<file path="config.mk">
export PLATFORM = sky130hd
export DESIGN_NAME = vga_frame_reader
export DESIGN_NICKNAME = d
export VERILOG_FILES = /design/src/rtl/vga_frame_reader.sv
export SDC_FILE = /design/constraint.sdc
export NUM_CORES = 1
export LEC_CHECK = 0
export ABC_AREA = 0
export BUFFER_PORTS_ARGS = -buffer_cell sky130_fd_sc_hd__buf_2
export CAP_MARGIN = 20
export CORE_MARGIN = 2
export CORE_UTILIZATION = 35
export CTS_CLUSTER_SIZE = 10
export DETAILED_ROUTE_END_ITERATION = 7
export PLACE_DENSITY = 0.61
export SETUP_SLACK_MARGIN = 0.02
export SKIP_LAST_GASP = 1
export SLEW_MARGIN = 10
export SYNTH_ARGS = -nofsm -noshare
export SYNTH_HDL_FRONTEND = slang
export SYNTH_SLANG_ARGS = --single-unit
</file>
<file path="constraint.sdc">
create_clock -name vga_clk -period 3.13 [get_ports vga_clk]
set_input_delay 0.626 -clock vga_clk [delete_from_list [all_inputs] [get_ports vga_clk]]
set_output_delay 0.626 -clock vga_clk [all_outputs]
set_load 0.02 [all_outputs]
</file>
<file path="src/rtl/vga_frame_reader.sv">
// rtl/vga_frame_reader.sv - 640x480 VGA timing and pixel RAM port B reader
// Shows a 256x256 8-bit grayscale image at (X_OFF, Y_OFF) inside the active area.
module vga_frame_reader #(
    parameter int H_ACTIVE = 640,
    parameter int H_FP     = 16,
    parameter int H_SYNC   = 96,
    parameter int H_BP     = 48,
    parameter int V_ACTIVE = 480,
    parameter int V_FP     = 10,
    parameter int V_SYNC   = 2,
    parameter int V_BP     = 33,
    parameter int X_OFF    = 192,
    parameter int Y_OFF    = 112,
    parameter int RD_LAT   = 1
) (
    input  logic        vga_clk,
    input  logic        reset,
    input  logic        enable,
    output logic [15:0] ram_addr,
    input  logic [7:0]  ram_q,
    output logic [7:0]  vga_r,
    output logic [7:0]  vga_g,
    output logic [7:0]  vga_b,
    output logic        hsync,
    output logic        vsync,
    output logic        blank_n,
    output logic        sync_n,
    output logic        frame_start
);

    localparam logic [9:0] H_LAST   = 10'(H_ACTIVE + H_FP + H_SYNC + H_BP - 1);
    localparam logic [9:0] V_LAST   = 10'(V_ACTIVE + V_FP + V_SYNC + V_BP - 1);
    localparam logic [9:0] H_ACT    = 10'(H_ACTIVE);
    localparam logic [9:0] V_ACT    = 10'(V_ACTIVE);
    localparam logic [9:0] HS_FIRST = 10'(H_ACTIVE + H_FP);
    localparam logic [9:0] HS_LAST  = 10'(H_ACTIVE + H_FP + H_SYNC - 1);
    localparam logic [9:0] VS_FIRST = 10'(V_ACTIVE + V_FP);
    localparam logic [9:0] VS_LAST  = 10'(V_ACTIVE + V_FP + V_SYNC - 1);
    localparam logic [9:0] X_FIRST  = 10'(X_OFF);
    localparam logic [9:0] X_LAST   = 10'(X_OFF + 255);
    localparam logic [9:0] Y_FIRST  = 10'(Y_OFF);
    localparam logic [9:0] Y_LAST   = 10'(Y_OFF + 255);
    localparam logic [7:0] X_OFF8   = 8'(X_OFF);
    localparam logic [7:0] Y_OFF8   = 8'(Y_OFF);

    // One slot for the address register plus one per RAM read cycle.
    localparam int DEPTH = 1 + RD_LAT;
    localparam int F_ACT = 0;
    localparam int F_HS  = 1;
    localparam int F_VS  = 2;
    localparam int F_IMG = 3;
    localparam int F_FRM = 4;

    logic [9:0]  h_cnt_q, h_cnt_d;
    logic [9:0]  v_cnt_q, v_cnt_d;
    logic [15:0] ram_addr_q;
    logic [4:0]  dly_q [DEPTH];
    logic [4:0]  tail;
    logic [7:0]  pix_q;
    logic        hsync_q, vsync_q, blank_q, frame_q;

    logic        active_s0, hs_s0, vs_s0, in_img_s0, img_en_s0, frame_s0;
    logic [7:0]  h_rel, v_rel;

    always_comb begin
        h_cnt_d = h_cnt_q + 10'd1;
        v_cnt_d = v_cnt_q;
        if (h_cnt_q == H_LAST) begin
            h_cnt_d = '0;
            v_cnt_d = (v_cnt_q == V_LAST) ? '0 : v_cnt_q + 10'd1;
        end
    end

    always_comb begin
        active_s0 = (h_cnt_q < H_ACT) && (v_cnt_q < V_ACT);
        hs_s0     = (h_cnt_q >= HS_FIRST) && (h_cnt_q <= HS_LAST);
        vs_s0     = (v_cnt_q >= VS_FIRST) && (v_cnt_q <= VS_LAST);
        in_img_s0 = (h_cnt_q >= X_FIRST) && (h_cnt_q <= X_LAST) &&
                    (v_cnt_q >= Y_FIRST) && (v_cnt_q <= Y_LAST);
        img_en_s0 = in_img_s0 && enable;
        frame_s0  = (h_cnt_q == 10'd0) && (v_cnt_q == 10'd0);
        h_rel     = h_cnt_q[7:0] - X_OFF8;
        v_rel     = v_cnt_q[7:0] - Y_OFF8;
    end

    assign tail = dly_q[DEPTH-1];

    always_ff @(posedge vga_clk) begin
        if (reset) begin
            h_cnt_q    <= '0;
            v_cnt_q    <= '0;
            ram_addr_q <= '0;
            for (int i = 0; i < DEPTH; i++) dly_q[i] <= '0;
            pix_q      <= '0;
            hsync_q    <= 1'b1;
            vsync_q    <= 1'b1;
            blank_q    <= 1'b0;
            frame_q    <= 1'b0;
        end else begin
            h_cnt_q    <= h_cnt_d;
            v_cnt_q    <= v_cnt_d;
            // Held at zero outside the window so the RAM sees a quiet bus.
            ram_addr_q <= img_en_s0 ? {v_rel, h_rel} : '0;
            dly_q[0]   <= {frame_s0, img_en_s0, vs_s0, hs_s0, active_s0};
            for (int i = 1; i < DEPTH; i++) dly_q[i] <= dly_q[i-1];
            pix_q      <= (tail[F_IMG] && tail[F_ACT]) ? ram_q : 8'h00;
            hsync_q    <= ~tail[F_HS];
            vsync_q    <= ~tail[F_VS];
            blank_q    <= tail[F_ACT];
            frame_q    <= tail[F_FRM];
        end
    end

    assign ram_addr    = ram_addr_q;
    assign vga_r       = pix_q;
    assign vga_g       = pix_q;
    assign vga_b       = pix_q;
    assign hsync       = hsync_q;
    assign vsync       = vsync_q;
    assign blank_n     = blank_q;
    assign frame_start = frame_q;
    assign sync_n      = 1'b0;

endmodule

</file>
# Word-level counts from Yosys, hierarchy flattened
# Memory sizes are Yosys's and may differ from the RTL's.
# Cells that the tools add are included.
# Widths: inputs -> output; s select.
dict set report classes {
  addsub 4
  order_cmp 10
  n_eq_ne 2
  muxes 6
  n_bitwise 6
  n_reduce_logical 14
}
# operator n
set ops {}
lappend ops {{$le 10x9->1 const B} 3}
lappend ops {{$add 10x1->10 const B} 2}
lappend ops {{$eq 10x10->1 const B} 2}
lappend ops {{$logic_not 10->1} 2}
lappend ops {{$ge 10x10->1 const B} 1}
lappend ops {{$ge 10x7->1 const B} 1}
lappend ops {{$ge 10x8->1 const B} 1}
lappend ops {{$ge 10x9->1 const B} 1}
lappend ops {{$le 10x10->1 const B} 1}
lappend ops {{$lt 10x10->1 const B} 1}
lappend ops {{$lt 10x9->1 const B} 1}
lappend ops {{$mux 10} 1}
lappend ops {{$mux 5} 2}
lappend ops {{$logic_and 1x1->1} 9}
lappend ops {{$sub 8x7->8 const B} 1}
lappend ops {{$sub 8x8->8 const B} 1}
lappend ops {{$reduce_or 2->1} 3}
lappend ops {{$not 1->1} 4}
lappend ops {{$mux 1} 3}
lappend ops {{$or 1x1->1} 2}
dict set report totals {
  register_bits 48
  ram_bits 10
  in_bits 11
  out_inout_bits 45
  memories 1
}
# name words width read_ports rd_clocked_by_memory_dff wr line
set mem_list {}
lappend mem_list {dly_q 2 5 2 0 2 57} ;# logic [4:0] dly_q [DEPTH];

# Longest topological paths before layout
# Gate-level depths: netlist of the first run.
dict set report depth {
  depth_word 7
  ltp_mapped 8
  mapped_depth_nobuf 6
}

# Worst setup path before layout of the first run
# No wires, ideal clock.
dict set report synth_path {
  path_kind {register to register}
  from {register h_cnt_q[0]}
  to {register ram_addr_q[10] (netlist: ram_addr[10])}
  t_arrival_ns 1.474
  t_required_ns 3.015
  path_slack_ns 1.541
  path_stages_with_launch 7
  n_path_buf 1
  period_less_slack_ns 1.589
  path_cell_list {dfxtp_1 ha_1 and3_1 buf_2 a41oi_4 nor3_4 and2_1}
}
dict set report synth_via {
  elab_chain_cells 7
  elab_cells_between_ends 8
  classes_between {2 x order compare; 1 x bitwise; 5 x reduce/logical}
}
# element line
set synth_rtl {}
lappend synth_rtl {{start, declared} 54} ;# logic [9:0] h_cnt_q, h_cnt_d;
lappend synth_rtl {{start signal, assigned} 100} ;# h_cnt_q <= h_cnt_d;
lappend synth_rtl {{$ge 10x8->1 / $le 10x9->1 (equally long branches)} 78} ;# in_img_s0 = (h_cnt_q >= X_FIRST) && (h_cnt_q <= X_LAST) &&
lappend synth_rtl {{$logic_and 1x1->1 (*) (2 in series)} 78}
lappend synth_rtl {{$logic_and 1x1->1 (*)} 79} ;# (v_cnt_q >= Y_FIRST) && (v_cnt_q <= Y_LAST);
lappend synth_rtl {{$logic_and 1x1->1 (*)} 80} ;# img_en_s0 = in_img_s0 && enable;
lappend synth_rtl {{$not 1->1 (no line) (*)} n/a}
lappend synth_rtl {{$reduce_or 2->1 (no line) (*)} n/a}
lappend synth_rtl {{end signal, assigned} 103} ;# ram_addr_q <= img_en_s0 ? {v_rel, h_rel} : '0;
lappend synth_rtl {{end, declared} 56} ;# logic [15:0] ram_addr_q;
# Mark *: on every way between the ends. The rest lies on a longest branch, timed or not.
# A chain may end at the register's enable or synchronous reset.

# Worst setup path in the final report of the first run
dict set report layout_path {
  from {register v_cnt_q[5]}
  to {register ram_addr_q[7] (netlist: ram_addr[7])}
}
dict set report layout_via {
  elab_chain_cells 6
  elab_cells_between_ends 7
  classes_between {2 x order compare; 1 x bitwise; 4 x reduce/logical}
}
# element line
set layout_rtl {}
lappend layout_rtl {{start, declared} 55} ;# logic [9:0] v_cnt_q, v_cnt_d;
lappend layout_rtl {{start signal, assigned} 101} ;# v_cnt_q <= v_cnt_d;
lappend layout_rtl {{$ge 10x7->1} 79}
lappend layout_rtl {{$logic_and 1x1->1} 78}
lappend layout_rtl {{$logic_and 1x1->1 (*)} 79}
lappend layout_rtl {{$logic_and 1x1->1 (*)} 80}
lappend layout_rtl {{$not 1->1 (no line) (*)} n/a}
lappend layout_rtl {{$reduce_or 2->1 (no line) (*)} n/a}
# Marked as above.

==> flow_summary_export.csv, run 1 <==
group,metric,value,unit
timing,finalHoldViolations,0,
clock_network,path_clk_slew,0.06,ns
clock_network,clk_path_buf_depth,2,
yosys,netlist_top_cells_count,"dfxtp_1 (58), nor2_1 (22), buf_4 (18)",
floorplan,fp.dieW,88.8,um
clock_network,cts_resized,0,
pwr,irDropWorstVdd,0.000308,V
clock_network,cts_buffers,9,
timing,rsz0062_at_grt,"no",
final_layout,diodes,0,
floorplan,die_area,7890,um2
place,dpl.hpwl,3.41,mm
clock_network,ctsHoldBuffers,0,
yosys,synth_largest_area_cell,"dfxtp_1",
setup_path,critPathTopFamily,"simple AND/OR/NAND/NOR gates",
setup_path,startpoint_type,"flop",
setup_path,crit_path_max_incr_delay,0.49,ns
timing,finalMaxSlewViolations,0,
floorplan,die_h,88.8,um
global_route,grt_pass1_wl,7.90,mm
yosys,synth_ff_type,"dfxtp_1",
clock_network,cts_tree,"yes",
global_route,met1_usage,17.5,%
global_route,grt.total_usage,13.3,%
timing,post-route-period-util,60.9,%
setup_path,cp_slowest_cell,"dfxtp_1",
floorplan,rows,30,
setup_path,worstSetupPathType,"flop to flop",
yosys,syn_nets,275,
global_route,grt.overflow.total,0,
global_route,antenna_found_initial,0,
timing,setup-violations-final,0,
place,placed_cells,372,
yosys,synthTopCellsByArea,"dfxtp_1 (46%), ha_1 (5.5%), buf_4 (5.4%), xnor2_1 (5.2%), nor2_1 (3.3%)",
final_layout,fin_nets,309,
setup_path,crit_path_max_fanout,9,
setup_path,worstPathCellList,"ha_1 > nand2_1 > o311a_1 > nor3_4 > and2_1",
detailed_routing,drt-pass1-iter-count,4,
pwr,p_leak,1.22,nW
yosys,synth_cells,253,
global_route,grt_pass1_vias,1659,
final_layout,stdcell_count,387,
detailed_routing,wl_per_cell,12.5,um
final_layout,drive_gt1_share,28.2,%
detailed_routing,via_count,1797,
clock_network,cts_setup_buffers,0,
detailed_routing,ant_nets,0,
floorplan,coreArea,6870,um2
yosys,ys_seq_area_share,46.1,%
timing,fin_tns_setup,0,ns
clock_network,root_buffer,"clkbuf_8",
clock_network,clock-sinks,58,
clock_network,clkLatencyLatePin,0.33,ns
detailed_routing,drc,0,
global_route,grt-busiest-layer,"met2",
clock_network,htree_levels,3,
place,portBuffers,54,
timing,clock-skew-final,0.00599,ns
setup_path,crit_buf_inv,0,
yosys,async_reset_ff_share,0,%
floorplan,io_pins,56,
global_route,grtUsageMet3,5.50,%
final_layout,area_growth,13.7,%
global_route,met2_usage,18.9,%
run,cap_violations,0,
detailed_routing,drtIter0Drc,90,
timing,min_period,1.91,ns
setup_path,endpoint_kind,"flop",
yosys,syn_avg_cell_area,9.95,um2
yosys,ys_ff_latch,58,
yosys,synth_warnings,0,
yosys,syn_area,2520,um2
yosys,synth_edf_count,0,
floorplan,initial_core_util,36.6,%
place,gp_congestion,0.820,
detailed_routing,wl,4.85,mm
timing,clock.fmax,0.524,GHz
status,outcome,"completed",
detailed_routing,via_per_inst,4.64,
setup_path,cp.arrival,2.17,ns
pwr,power_density,482,nW/um2
yosys,yosys.cell_count.top_type,"dfxtp_1",
worst_hold_path,hold_path_class,"flop to flop",
global_route,grt_max_degree,20,
yosys,netlist.area_leader.share,46.1,%
setup_path,crit_required,3.40,ns
yosys,synthDistinctLibCells,46,
-- layout by cell type (no fill, tap or decap), drive strengths merged, types with 2 or more instances in the layout --
cell type  count
and3          10
buf           54
nor3           9
inv           10
nand2b         3
xor2           2
nor4b          3
nand4          5
nor2          22
clkbuf        12
and2           9
dfxtp         58
nor2b          8
nor4          12
nand3         11
clkinv         3
a21oi          4
ha            11
or2            3
nand2         10
xnor2         15
-- through the flow --
step | power, mW | worst slack (ns) | cell area (um2) | hold slack, ns | utilization (%)
final | 1.38 | 1.22 | 2860 | 0.376 | 41.7
after global routing | 1.44 | 1.07 | 2860 | 0.416 | 41.7
after CTS | 1.40 | 1.20 | 2860 | 0.376 | 41.7
after detailed placement | 0.806 | 1.09 | 2690 | 0.361 | 39.2
after global placement | 0.805 | 1.16 | 2690 | 0.358 | 39.2
after floorplan | 0.792 | 1.54 | 2520 | 0.356 | -
-- final cells by class --
class / instances / area, um2
Timing Repair Buffer: 54 / 270
Sequential cell: 58 / 1160
Multi-Input combinational cell: 154 / 1100
Clock buffer: 12 / 155
Clock inverter: 3 / 15.0
Tap cell: 96 / 120
Inverter: 10 / 37.5
Fill cell: 697 / 4010
-- final timing paths --
path / start / endpoint / slack, ns / depth (start not counted)
min reg2reg: dly_q[0][7]$_SDFF_PP0_ / vsync$_SDFF_PP1_ / 0.38 / 1
min: dly_q[0][7]$_SDFF_PP0_ / vsync$_SDFF_PP1_ / 0.38 / 1
max: v_cnt_q[5]$_SDFFE_PP0P_ / ram_addr[7]$_SDFF_PP0_ / 1.22 / 5
max reg2reg: v_cnt_q[5]$_SDFFE_PP0P_ / ram_addr[7]$_SDFF_PP0_ / 1.22 / 5
-- logic make-up (layout without fill, tap and decap cells) --
family                   count (synthesis)  after routing  share of synthesized area [%]
AND/OR/NAND/NOR                        110            110                           26.5
flip-flops                              58             58                           46.1
buffers and inverters                   41             79                           10.1
XOR/XNOR                                17             17                           5.91
AO/OA/AOI/OAI                           14             14                           5.37
adder cells (fa/ha/maj)                 11             11                           5.47
other                                    1              1                          0.149
multiplexers                             1              1                          0.398
-- per-layer routing --
| metal | vias up | part of all wire [%] |
|---|---|---|
| met5 | - | 0 |
| met4 | 0 | 1.3 |
| met3 | 7 | 7.6 |
| met2 | 60 | 42 |
| met1 | 820 | 49 |
| li1 | 910 | - |
-- power breakdown --
group | switching (mW) | internal [mW] | total, mW
Combinational | 0.0207 | 0.0166 | 0.0373
Clock | 0.269 | 0.322 | 0.591
Sequential | 0.00567 | 0.746 | 0.752
-- sequential cells by signal, summed over array words and instances, names as in the netlist --
signal	count
blank_n	1
vga_b	8
dly_q	10
h_cnt_q	10
vsync	1
v_cnt_q	10
hsync	1
frame_start	1
ram_addr	16
-- worst reg2reg max path, cell delays in order (launching register included) --
cell and delay, ns:
dfxtp_1 0.49, ha_1 0.28, nand2_1 0.08, o311a_1 0.43, nor3_4 0.39, and2_1 0.18
No activity file was read; power rests on OpenSTA's default activity.
==> inputs of run 2 (changes only) <==
- PLACE_DENSITY: 0.61 -> 0.63
- clock period: 3.13 -> 1.73 ns (I/O delays scaled with it)
==> flow_summary_export.csv, run 2 (synthesis results as in run 1) <==
group,metric,value,unit
pwr,irDropWorstVdd,0.000348,V
floorplan,die_h,88.8,um
clock_network,cts_buffers,9,
final_layout,fin_nets,337,
setup_path,cp.arrival,1.96,ns
floorplan,initial_core_util,36.6,%
final_layout,final_cell_mix,"dfxtp_1 (56), buf_2 (54), buf_4 (27), nor2_1 (22), xnor2_1 (15)",
setup_path,worstSetupPathType,"flop to flop",
setup_path,worstPathCellList,"ha_2 > nand2_1 > o311a_4 > buf_4 > nor4_4",
final_layout,final_common_cell,"dfxtp_1",
timing,clock.fmax,0.582,GHz
pwr,p_switching,569,uW
global_route,grt.overflow.total,0,
detailed_routing,ant_nets,0,
setup_path,crit_path_max_fanout,8,
detailed_routing,drc,0,
clock_network,root_buffer,"clkbuf_8",
timing,clock-skew-final,0.00444,ns
timing,fin_tns_setup,0,ns
timing,finalWorstSetupSlack,0.0109,ns
pwr,netSwitchingFraction,23.1,%
final_layout,drive_gt1_share,39.1,%
timing,finalHoldViolations,0,
detailed_routing,wl,5.52,mm
status,outcome,"completed",
setup_path,crit_path_max_incr_delay,0.42,ns
pwr,internal_power,1.89,mW
detailed_routing,drt-pass1-iter-count,4,
timing,finalMaxSlewViolations,0,
worst_hold_path,hold_path_class,"input pin to flop",
clock_network,ctsHoldBuffers,0,
setup_path,startpoint_type,"flop",
place,placed_cells,399,
pwr,p_leak,1.39,nW
final_layout,final_util,46.2,%
timing,setup-violations-final,0,
setup_path,crit_required,1.97,ns
timing,min_period,1.72,ns
place,portBuffers,54,
clock_network,clk_path_buf_depth,2,
detailed_routing,drtIter0Drc,104,
place,dpl.hpwl,3.88,mm
place,dp_slack,-0.000401,ns
clock_network,clock-sinks,58,
timing,post-route-period-util,99.4,%
pwr,power_density,775,nW/um2
pwr,finalPower,2.46,mW
setup_path,endpoint_kind,"flop",
floorplan,rows,30,
floorplan,io_pins,56,
final_layout,area_growth,26.1,%
timing,rsz0062_at_grt,"yes",
run,cap_violations,0,
clock_network,cts_tree,"yes",
global_route,grt_pass1_wl,8.43,mm
floorplan,fp.dieW,88.8,um
detailed_routing,wl_per_cell,13.3,um
final_layout,largest_register_ffs,16,
pwr,clkPwrFrac,41.8,%
detailed_routing,via_per_inst,4.70,
pwr,combPwrFrac,3.0,%
clock_network,path_clk_slew,0.06,ns
global_route,grt_pass1_vias,1810,
clock_network,clkLatencyLatePin,0.33,ns
global_route,grt_max_degree,14,
setup_path,cp_slowest_cell,"dfxtp_1",
global_route,antenna_found_initial,0,
final_layout,diodes,0,
clock_network,htree_levels,3,
detailed_routing,via_count,1954,
global_route,grt.total_usage,14.3,%
floorplan,die_area,7890,um2
place,gp_congestion,0.885,
floorplan,coreArea,6870,um2
final_layout,stdcell_count,416,
pwr,seqPwrFrac,55.2,%
-- run 2: what timing repair did --
item / CTS / global route
pin swaps: 0 / 2
setup buffers: 0 / 0
gates cloned: 0 / 1
endpoints found under the setup margin: 3 / 25
resized for setup: 3 / 15
-- run 2: metal layers --
layer | wire, um | GRT usage [%] | share of wire, % | up-vias
met5 | 0 | 0 | 0 | -
met3 | 396 | 5.32 | 7.2 | 16
met1 | 2590 | 18.2 | 47 | 906
li1 | - | - | - | 957
met4 | 138 | 8.82 | 2.5 | 0
met2 | 2400 | 20.5 | 43 | 75
-- run 2: worst max-delay path: cells and delay by family (launching register included) --
family	cells	cell delay [ns]
simple gates	2	0.38
flops	1	0.42
buf+inv	1	0.20
fa+ha+maj	1	0.26
compound gates	1	0.36
-- run 2: area by class of cell --
| class | count | area, um2 |
|---|---|---|
| clock buffers | 10 | 128 |
| flip-flops and latches | 58 | 1160 |
| inverters | 10 | 37.5 |
| multi-input cells | 155 | 1220 |
| clock inverters | 6 | 33.8 |
| repair buffers | 81 | 473 |
| well taps | 96 | 120 |
| fillers | 674 | 3690 |
-- run 2: power by group through the flow --
stage	combinational [mW]	sequential (mW)	clock [mW]
2_1_floorplan	0.0466	1.39	0
3_3_place_gp	0.0726	1.39	0
3_5_place_dp	0.0726	1.39	0
4_1_cts	0.0730	1.36	1.07
5_1_grt	0.0830	1.36	1.12
6_report	0.0734	1.36	1.03
-- run 2: final timing paths --
kind	from	endpoint	slack, ns	cells past startpoint
max reg2reg	v_cnt_q[5]$_SDFFE_PP0P_	ram_addr[6]$_SDFF_PP0_	0.01	5
min	ram_q[4]	vga_b[4]$_SDFF_PP0_	0.24	2
min reg2reg	dly_q[0][6]$_SDFF_PP0_	hsync$_SDFF_PP1_	0.37	1
max	v_cnt_q[5]$_SDFFE_PP0P_	ram_addr[6]$_SDFF_PP0_	0.01	5
-- run 2: stage by stage --
stage / cell area, um2 / hold slack, ns
2_1_floorplan: 2520 / 0.356
3_3_place_gp: 2890 / 0.358
3_5_place_dp: 2890 / 0.364
4_1_cts: 3070 / 0.219
5_1_grt: 3170 / 0.227
6_report: 3170 / 0.238
==> inputs of run 3 (changes only) <==
- BUFFER_PORTS_ARGS: -buffer_cell sky130_fd_sc_hd__buf_2 -> -buffer_cell sky130_fd_sc_hd__buf_4
- CTS_BUF_LIST: default -> sky130_fd_sc_hd__clkbuf_2 sky130_fd_sc_hd__clkbuf_4 sky130_fd_sc_hd__clkbuf_8
- REMOVE_ABC_BUFFERS: default -> 1
==> flow_summary_export.csv, run 3 (synthesis results as in run 1) <==
group,metric,value,unit
final_layout,drive_gt1_share,38.8,%
setup_path,worstSetupPathType,"flop to flop",
clock_network,cts_tree,"yes",
floorplan,die_area,7890,um2
final_layout,diodes,0,
detailed_routing,drtIter0Drc,74,
pwr,seqPwrFrac,45.8,%
floorplan,coreArea,6870,um2
detailed_routing,drt-pass1-iter-count,4,
final_layout,final_cell_mix,"buf_4 (83), dfxtp_1 (57), nor2_1 (22), xnor2_1 (15)",
timing,post-route-period-util,95.8,%
final_layout,area_growth,34.2,%
floorplan,rows,30,
timing,rsz0062_at_grt,"no",
worst_hold_path,min-delay-start,"ram_q[6]",
run,cap_violations,0,
setup_path,crit_path_max_fanout,8,
place,dpl.hpwl,3.96,mm
timing,min_period,1.66,ns
clock_network,clk_path_buf_depth,2,
floorplan,fp.dieW,88.8,um
clock_network,path_clk_slew,0.07,ns
status,outcome,"completed",
pwr,netSwitchingFraction,20.8,%
floorplan,die_h,88.8,um
final_layout,fin_nets,339,
global_route,grt_pass1_vias,1813,
pwr,clkPwrFrac,51.1,%
floorplan,io_pins,56,
worst_hold_path,hold_path_class,"input pin to flop",
timing,clock.fmax,0.604,GHz
clock_network,clkLatencyLatePin,0.34,ns
setup_path,rrSetupSlack,0.07,ns
floorplan,initial_core_util,36.6,%
worst_hold_path,holdPathStages,2,
pwr,finalPower,2.96,mW
timing,setup-violations-final,0,
global_route,antenna_found_initial,0,
timing,fin_tns_setup,0,ns
place,gp_congestion,0.862,
detailed_routing,drc,0,
setup_path,startpoint_type,"flop",
pwr,p_switching,615,uW
global_route,grt.total_usage,14.6,%
clock_network,htree_levels,3,
pwr,internal_power,2.35,mW
global_route,grt_pass1_wl,8.76,mm
setup_path,endpoint_kind,"flop",
clock_network,clock-sinks,58,
global_route,grt_max_degree,12,
timing,finalMaxSlewViolations,0,
final_layout,largest_register_ffs,16,
place,portBuffers,54,
detailed_routing,via_per_inst,4.62,
timing,finalHoldViolations,0,
pwr,p_leak,1.40,nW
pwr,irDropWorstVdd,0.000310,V
setup_path,r2r_cells,6,
detailed_routing,wl,5.45,mm
detailed_routing,ant_nets,0,
final_layout,final_common_cell,"buf_4",
pwr,power_density,877,nW/um2
clock_network,ctsHoldBuffers,0,
timing,clock-skew-final,0.00742,ns
setup_path,crit_required,1.96,ns
setup_path,cp.arrival,1.88,ns
detailed_routing,via_count,1932,
setup_path,r2r-start,"v_cnt_q[4]$_SDFFE_PP0P_",
global_route,grt.overflow.total,0,
detailed_routing,wl_per_cell,13.0,um
pwr,combPwrFrac,3.1,%
setup_path,r2r_end,"ram_addr[9]$_SDFF_PP0_",
clock_network,cts_buffers,9,
worst_hold_path,hold-path-endpoint,"vga_b[6]$_SDFF_PP0_",
clock_network,root_buffer,"clkbuf_8",
run 3: cell types whose count changed in the layout (fill, tap and decap cells not counted), sizes merged:
cell	change
clkinv	-5
nor3	-1
bufinv	+3
clkbuf	-1
clkinvlp	+3
buf	+3
run 3: worst max-delay path by stage:
stage	from	end	slack [ns]
2_1_floorplan	v_cnt_q[0]$_SDFFE_PP0P_	ram_addr[4]$_SDFF_PP0_	0.13
3_3_place_gp	v_cnt_q[1]$_SDFFE_PP0P_	ram_addr[12]$_SDFF_PP0_	0.04
3_5_place_dp	v_cnt_q[1]$_SDFFE_PP0P_	ram_addr[2]$_SDFF_PP0_	0.03
4_1_cts	v_cnt_q[1]$_SDFFE_PP0P_	ram_addr[8]$_SDFF_PP0_	0.02
5_1_grt	v_cnt_q[4]$_SDFFE_PP0P_	ram_addr[11]$_SDFF_PP0_	0.01
6_report	v_cnt_q[4]$_SDFFE_PP0P_	ram_addr[9]$_SDFF_PP0_	0.07
run 3: layout make-up:
cell class	instances	area, um2
Tap cell	96	120
Sequential cell	58	1160
Inverter	10	37.5
Multi-Input combinational cell	154	1180
Fill cell	643	3490
Clock buffer	9	124
Timing Repair Buffer	84	634
Clock inverter	7	118
run 3: critical path, cell delays in order (launching register included):
cell and delay, ns:
dfxtp_1 0.34, inv_1 0.10, ha_2 0.21, nand2_1 0.06, o311a_1 0.35, buf_6 0.17
nor4_1 0.31
run 3: power groups by stage:
stage	sequential, mW	combinational (mW)	clock [mW]
final	1.36	0.0917	1.51
after global routing	1.36	0.103	1.59
after CTS	1.35	0.0908	1.54
after detailed placement	1.39	0.0908	0
after global placement	1.39	0.0905	0
after floorplan	1.39	0.0372	0
run 3: timing repair:
| action | in CTS | in global routing |
|---|---|---|
| setup endpoints to repair | 10 | 18 |
| resized for setup | 2 | 13 |
| setup buffers | 0 | 2 |
| pin swaps | 1 | 2 |
run 3: stage by stage:
stage	instances	cell area [um2]	setup slack, ns	util (%)	hold WS, ns
global route	418	3380	0.0107	49.2	0.224
global placement	400	3040	0.0425	44.2	0.360
CTS	416	3290	0.0206	47.9	0.224
detailed placement	400	3040	0.0291	44.2	0.368
floorplan	222	2300	0.125	-	0.355
finish	418	3380	0.0735	49.2	0.236
run 3: routing by layer:
metal	GRT usage (%)	vias to the layer above	share of wire [%]	routed length, um
met4	7.02	0	2.1	116
li1	-	964	-	-
met3	4.76	11	7.5	408
met1	18.4	887	44	2380
met2	22.5	70	47	2540
met5	0	-	0	0
